--- src/rtl/d_waveform_gen_if.sv ---
// Host/flip-flop side bundle for d_waveform_gen: segment loading, start,
// D drive, Q return and status.
interface d_waveform_gen_if #(
    parameter int unsigned CNT_W = 8
);
    logic             seg_valid;
    logic             seg_ready;
    logic             seg_level;
    logic [CNT_W-1:0] seg_len;
    logic             start;
    logic             D_out;
    logic             q_in;
    logic             busy;
    logic             done;
    logic [7:0]       mismatch_cnt;

    modport slave (
        input  seg_valid, seg_level, seg_len, start, q_in,
        output seg_ready, D_out, busy, done, mismatch_cnt
    );

    modport master (
        output seg_valid, seg_level, seg_len, start, q_in,
        input  seg_ready, D_out, busy, done, mismatch_cnt
    );
endinterface

--- src/rtl/d_waveform_gen.sv ---
// Segment-programmed D stimulus generator with a Q checker that counts
// mismatches against its own one-cycle-delayed drive.
module d_waveform_gen #(
    parameter int unsigned DEPTH = 8,
    parameter int unsigned CNT_W = 8
) (
    input logic            clkin,
    input logic            rst_n,
    d_waveform_gen_if.slave bus
);
    localparam int unsigned AW = $clog2(DEPTH);
    localparam logic [AW-1:0]    PtrOne  = AW'(1);
    localparam logic [AW:0]      CntOne  = (AW + 1)'(1);
    localparam logic [AW:0]      CntFull = (AW + 1)'(DEPTH);
    localparam logic [CNT_W-1:0] HoldOne = CNT_W'(1);

    typedef enum logic [1:0] {StIdle, StRun, StDone} state_e;

    state_e           state_q;
    logic [DEPTH-1:0] lvl_mem_q;
    logic [CNT_W-1:0] len_mem_q [DEPTH];
    logic [AW-1:0]    wr_ptr_q, rd_ptr_q;
    logic [AW:0]      count_q;
    logic [CNT_W-1:0] hold_q;
    logic             d_out_q, busy_q, done_q;
    logic             d_prev_q, chk_en_q;
    logic [7:0]       mis_q;

    logic full, empty, seg_ready, push, pop, start_acc, seg_last;

    assign full      = (count_q == CntFull);
    assign empty     = (count_q == '0);
    assign seg_ready = (state_q == StIdle) && !full;
    // Zero-length segments complete the handshake but are dropped.
    assign push      = bus.seg_valid && seg_ready && (bus.seg_len != '0);
    assign start_acc = (state_q == StIdle) && bus.start && !empty;
    // hold_q is 0 on the entry cycle of RUN, so the first pop happens one edge after start.
    assign seg_last  = (hold_q <= HoldOne);
    assign pop       = (state_q == StRun) && seg_last && !empty;

    assign bus.seg_ready    = seg_ready;
    assign bus.D_out        = d_out_q;
    assign bus.busy         = busy_q;
    assign bus.done         = done_q;
    assign bus.mismatch_cnt = mis_q;

    always_ff @(posedge clkin) begin
        if (push) begin
            lvl_mem_q[wr_ptr_q] <= bus.seg_level;
            len_mem_q[wr_ptr_q] <= bus.seg_len;
        end
    end

    always_ff @(posedge clkin or negedge rst_n) begin
        if (!rst_n) begin
            state_q  <= StIdle;
            wr_ptr_q <= '0;
            rd_ptr_q <= '0;
            count_q  <= '0;
            hold_q   <= '0;
            d_out_q  <= 1'b0;
            busy_q   <= 1'b0;
            done_q   <= 1'b0;
            d_prev_q <= 1'b0;
            chk_en_q <= 1'b0;
            mis_q    <= '0;
        end else begin
            if (push) wr_ptr_q <= wr_ptr_q + PtrOne;
            if (pop)  rd_ptr_q <= rd_ptr_q + PtrOne;
            if (push && !pop)      count_q <= count_q + CntOne;
            else if (pop && !push) count_q <= count_q - CntOne;

            done_q <= 1'b0;
            case (state_q)
                StIdle: begin
                    if (start_acc) begin
                        state_q <= StRun;
                        hold_q  <= '0;
                    end
                end
                StRun: begin
                    if (!seg_last) begin
                        hold_q <= hold_q - HoldOne;
                    end else if (!empty) begin
                        d_out_q <= lvl_mem_q[rd_ptr_q];
                        hold_q  <= len_mem_q[rd_ptr_q];
                        busy_q  <= 1'b1;
                    end else begin
                        state_q <= StDone;
                        d_out_q <= 1'b0;
                        busy_q  <= 1'b0;
                        done_q  <= 1'b1;
                    end
                end
                StDone:  state_q <= StIdle;
                default: state_q <= StIdle;
            endcase

            // Q lags D by one flop, so compare against last cycle's drive.
            d_prev_q <= d_out_q;
            chk_en_q <= busy_q;
            if (start_acc) begin
                mis_q <= '0;
            end else if (chk_en_q && (bus.q_in != d_prev_q) && (mis_q != 8'hFF)) begin
                mis_q <= mis_q + 8'd1;
            end
        end
    end
endmodule

--- src/flat_wrapper.sv ---
// flat-port wrapper written by rule: the top's interface ports become plain ports
module d_waveform_gen_flat 
#(
    parameter int unsigned DEPTH = 8,
    parameter int unsigned CNT_W = 8
)
  (clkin, rst_n, bus_seg_valid, bus_seg_level, bus_seg_len, bus_start, bus_q_in, bus_seg_ready, bus_D_out, bus_busy, bus_done, bus_mismatch_cnt);
  d_waveform_gen_if #(.CNT_W(CNT_W)) bus_i ();
  input logic clkin;
  input logic rst_n;
  input wire logic [$bits(bus_i.seg_valid)-1:0] bus_seg_valid;
  input wire logic [$bits(bus_i.seg_level)-1:0] bus_seg_level;
  input wire logic [$bits(bus_i.seg_len)-1:0] bus_seg_len;
  input wire logic [$bits(bus_i.start)-1:0] bus_start;
  input wire logic [$bits(bus_i.q_in)-1:0] bus_q_in;
  output wire logic [$bits(bus_i.seg_ready)-1:0] bus_seg_ready;
  output wire logic [$bits(bus_i.D_out)-1:0] bus_D_out;
  output wire logic [$bits(bus_i.busy)-1:0] bus_busy;
  output wire logic [$bits(bus_i.done)-1:0] bus_done;
  output wire logic [$bits(bus_i.mismatch_cnt)-1:0] bus_mismatch_cnt;
  assign bus_i.seg_valid = bus_seg_valid;
  assign bus_i.seg_level = bus_seg_level;
  assign bus_i.seg_len = bus_seg_len;
  assign bus_i.start = bus_start;
  assign bus_i.q_in = bus_q_in;
  assign bus_seg_ready = bus_i.seg_ready;
  assign bus_D_out = bus_i.D_out;
  assign bus_busy = bus_i.busy;
  assign bus_done = bus_i.done;
  assign bus_mismatch_cnt = bus_i.mismatch_cnt;
  d_waveform_gen #(.DEPTH(DEPTH), .CNT_W(CNT_W)) u_core (.clkin(clkin), .rst_n(rst_n), .bus(bus_i));
endmodule
--- config.mk ---
export PLATFORM = sky130hd
export DESIGN_NAME = d_waveform_gen_flat
export DESIGN_NICKNAME = d
export VERILOG_FILES = /design/src/rtl/d_waveform_gen_if.sv /design/src/rtl/d_waveform_gen.sv /design/src/flat_wrapper.sv
export SDC_FILE = /design/constraint.sdc
export NUM_CORES = 1
export LEC_CHECK = 0
export ABC_AREA = 0
export ABC_CLOCK_PERIOD_IN_PS = 4200
export CAP_MARGIN = 30
export CORE_MARGIN = 2
export CORE_UTILIZATION = 62
export CTS_BUF_LIST = sky130_fd_sc_hd__clkbuf_4
export DETAILED_ROUTE_END_ITERATION = 6
export HOLD_SLACK_MARGIN = 0.08
export PLACE_DENSITY = 0.8
export SYNTH_ARGS = -nofsm -noshare
export SYNTH_HDL_FRONTEND = slang
export SYNTH_SLANG_ARGS = --single-unit
export TNS_END_PERCENT = 30
--- constraint.sdc ---
create_clock -name clkin -period 4.2 [get_ports clkin]
set_input_delay 0.42 -clock clkin [delete_from_list [all_inputs] [get_ports clkin]]
set_output_delay 0.42 -clock clkin [all_outputs]
set_load 0.01 [all_outputs]
==> summary.md <==
| Metric | Value |
|---|---|
| Outcome | `complete, no violations` |
| Worst Clk Skew | `0.01658 ns` |
| Number of cells on the worst reg-to-reg path | `14` |
| Warnings from Yosys | `0` |
| Final Max Tran Viols | `0` |
| Max IR drop VDD | `roughly 0.29 mV` |
| Post-Synthesis Cells | `between 300 and 400` |
| Transition time at the pin with the least slew margin | `0.9844 ns` |
| Total number of placement rows | `31` |
| Net count of the mapped netlist | `between 300 and 400` |
| Crit-path max FO | `8` |
| Worst setup path startpoint | `u_core.hold_q[0]` |
| Final Cycle Share | `80.90%` |
| Number of synthesized register bits | `105` |
| Number of hold-repair buffers added at the cts stage | `0` |
| Number of detailed-routing iterations run before antenna repair | `4` |
| Synthesized area per cell | `between 10 and 15 µm²` |
| Setup_tns | `0 ns` |
| Nature of the critical path startpoint | `flop` |
| Register share of total power | `53.3%` |
| RR Endpoint | `u_core.count_q[3]` |
| Minimum clock period after layout | `3.398 ns` |
| Vias in the first global route | `2606` |
| Wire length of the first global-routing pass | `13.67 mm` |
| Post-route DRC | `0` |
| Count of input and output buffers | `25` |
| Number of synthesized flops with an enable pin | `72` |
| TritonCTS buffer count | `9` |
| Fraction of registers with async set/reset | `a little under a third` |
| Routed WL per cell | `18.68 µm` |
| Tightest Hold Check Type | `in2async` |
| Type of the worst setup path | `reg2reg` |
| Final worst hold slack | `0.3379 ns` |
| Clock power share | `19.1%` |
| Horizontal extent of the die | `89.79 µm` |
| Placed insts | `433` |
| Arrival time of the worst setup path | `3.75 ns` |
| Total power density per cell area | `507.1 nW/µm²` |
| Sequential area share after synthesis | `65.48%` |
| Post-synth design cell area | `4563 µm²` |
| Ratio of cells with drive above 1 in the final layout | `14.53%` |
| Antenna cell count | `0` |
| Final Non-Filler Cells | `450` |
| Top cell types by occurrence after synthesis | `sky130_fd_sc_hd__edfxtp_1 (72), sky130_fd_sc_hd__dfrtp_1 (33), sky130_fd_sc_hd__nor2_1 (27)` |
| Endpoint of the most critical setup path | `u_core.count_q[3]` |
| Setup Viol. Count Final | `0` |
| Cell type with the highest aggregate area in the netlist | `sky130_fd_sc_hd__edfxtp_1` |
| Dominant synthesized flop cell | `sky130_fd_sc_hd__edfxtp_1` |
| Total Power | `between 0.002 and 0.003 W` |
| Max-slew headroom at the worst pin | `34.13%` |
| Area share of the leading cell type in the synthesized netlist | `47.38%` |
| Post-route ant nets | `0` |
| Sink count of the clock tree | `105` |
| Clk Tree Root Cell | `sky130_fd_sc_hd__clkbuf_4` |
| Congestion Overflow GR | `0` |
| Net count reported at finish | `369` |
| Post-detailed-placement half-perimeter wirelength | `~5.7 mm` |
| Iter 0 DRT Violations | `105` |
| CTS tree | `yes` |
| Synth unique cells | `50` |
| Synth area leaders | `sky130_fd_sc_hd__edfxtp_1 (47%), sky130_fd_sc_hd__dfrtp_1 (18%), sky130_fd_sc_hd__mux4_2 (7.9%)` |
| Total Wirelength | `8.406 mm` |
| Initial antenna violation count | `0` |
| Total internal power | `0.001724 W` |
| Number of hold-slack violations in the final timing report | `0` |
| GP Congestion | `approximately 0.9` |
| Peak clock frequency supported by timing | `294.3 MHz` |
| Core Footprint | `7176 µm²` |
| Comb power frac | `27.7%` |
| Worst-case register-to-register setup slack | `0.80 ns` |
| RSZ-0062 raised after global routing | `no` |
| Clock-pin transition on the worst setup and hold timing paths | `0.16 ns` |
| Cell with the most instances after synthesis | `sky130_fd_sc_hd__edfxtp_1` |
| Number of primary I/O pins | `26` |
| Required @ worst endpoint | `4.56 ns` |
| Overall global routing resource usage | `22.54%` |
| Startpoint of the most critical register-to-register path | `u_core.hold_q[0]` |
| Fin util | `between 70% and 80%` |
| Worst Setup End Kind | `flop` |
| Buffer depth of the longest clock path | `2` |
| Later-pin clock latency in the skew report | `0.46 ns` |
| NetSw | `roughly 0.00085 W` |
| Layout area overhead | `11.32%` |
| Share of total power consumed by net switching | `33.08%` |
| Pin count of the biggest net entering global routing | `34` |
| Post-CTS Repair Setup Buffers | `0` |
| Max-Cap Viols | `0` |
| Deepest level of the CTS H-tree | `3` |
| Ratio of routed vias to standard cells | `5.973` |
| Area enclosed by the die boundary | `8062 µm²` |
| Static leakage power | `approximately 1.7 nW` |
| Die Y | `89.79 µm` |
| Resize count post-CTS | `0` |
| Number of vias in the routed layout | `about 2700` |
| Initial standard-cell utilization of the core | `63.59%` |
-- metal layers --
metal	share of wire, %	vias up	GRT usage [%]
met3	5.5	17	4.359
met1	42	1337	29.83
met5	0	-	0
li1	-	1252	-
met2	51	82	36.93
met4	1.8	0	10.13
-- worst min path at each step --
stage,from,cells after the start,to
after floorplan,rst_n,0,u_core.bus.D_out
after global placement,u_core.bus.busy,0,u_core.chk_en_q
after detailed placement,u_core.bus.busy,0,u_core.chk_en_q
after CTS,rst_n,2,u_core.bus.mismatch_cnt[4]
after global routing,rst_n,2,u_core.bus.mismatch_cnt[4]
final,rst_n,2,u_core.bus.mismatch_cnt[4]
-- critical path: stages (launching register included) --
cell and delay (ns):
sky130_fd_sc_hd__dfrtp_1 0.43, sky130_fd_sc_hd__inv_1 0.11, sky130_fd_sc_hd__ha_1 0.30, sky130_fd_sc_hd__nor2_1 0.15
sky130_fd_sc_hd__or4_1 0.68, sky130_fd_sc_hd__nor3_2 0.22, sky130_fd_sc_hd__inv_1 0.12, sky130_fd_sc_hd__ha_1 0.24
sky130_fd_sc_hd__inv_1 0.11, sky130_fd_sc_hd__ha_1 0.24, sky130_fd_sc_hd__a21o_1 0.18, sky130_fd_sc_hd__a21oi_1 0.16
sky130_fd_sc_hd__xnor2_1 0.13, sky130_fd_sc_hd__nor2_1 0.06, sky130_fd_sc_hd__xor2_1 0.15
-- flip-flops by register name, summed over array words and instances, names as in the netlist --
name / count
u_core.wr_ptr_q: 3
u_core.len_mem_q: 64
u_core.bus.D_out: 1
u_core.hold_q: 8
u_core.state_q: 2
u_core.d_prev_q: 1
u_core.count_q: 4
u_core.lvl_mem_q: 8
u_core.bus.mismatch_cnt: 8
u_core.bus.done: 1
u_core.rd_ptr_q: 3
u_core.bus.busy: 1
u_core.chk_en_q: 1
-- cells by family after synthesis --
kind of cell	after synthesis	synth area share, %
buf+inv	19	1.864
compound gates	40	6.033
simple gates	94	10.01
xor+xnor	14	2.687
fa+ha+maj	9	2.632
flops	105	65.48
mux	31	11.30
-- power groups by stage --
stage / Sequential, W / Combinational (W) / Clock (W)
final: 0.00137 / 0.000712 / 0.000492
after detailed placement: 0.00140 / 0.000713 / 0
after global routing: 0.00140 / 0.000785 / 0.000547
after floorplan: 0.00135 / 0.000532 / 0
after global placement: 0.00139 / 0.000694 / 0
after CTS: 0.00137 / 0.000717 / 0.000509
-- per-stage QoR --
| stage | cell area (µm²) | setup WS, ns |
|---|---|---|
| after floorplan | 4563 | 1.164 |
| after global placement | 4938 | 0.8890 |
| after detailed placement | 4938 | 0.8298 |
| after CTS | 5072 | 0.7993 |
| after global routing | 5080 | 0.5441 |
| final | 5080 | 0.8020 |
-- final cells by class --
cell class | instances | area, µm²
Multi-Input combinational cell | 188 | 1490
Inverter | 9 | 33.78
Timing Repair Buffer | 33 | 310.3
Fill cell | 492 | 2096
Sequential cell | 105 | 2988
Clock buffer | 9 | 67.56
Clock inverter | 7 | 66.31
Tap cell | 99 | 123.9
-- cells in the final DEF, fill, tap and decap left out, types with 5 or more instances in the layout --
cell                              count
sky130_fd_sc_hd__buf_4                8
sky130_fd_sc_hd__nor2_1              27
sky130_fd_sc_hd__clkdlybuf4s50_1     25
sky130_fd_sc_hd__mux2i_1             11
sky130_fd_sc_hd__nand3_1              7
sky130_fd_sc_hd__inv_1                8
sky130_fd_sc_hd__nand2_1             24
sky130_fd_sc_hd__nor3_1              11
sky130_fd_sc_hd__nand2b_1             5
sky130_fd_sc_hd__mux4_2              16
sky130_fd_sc_hd__edfxtp_1            72
sky130_fd_sc_hd__xnor2_1             10
sky130_fd_sc_hd__clkbuf_4             9
sky130_fd_sc_hd__ha_1                 8
sky130_fd_sc_hd__a21oi_1             11
sky130_fd_sc_hd__dfrtp_1             33
Note: power is estimated with default switching activity, not from simulation.
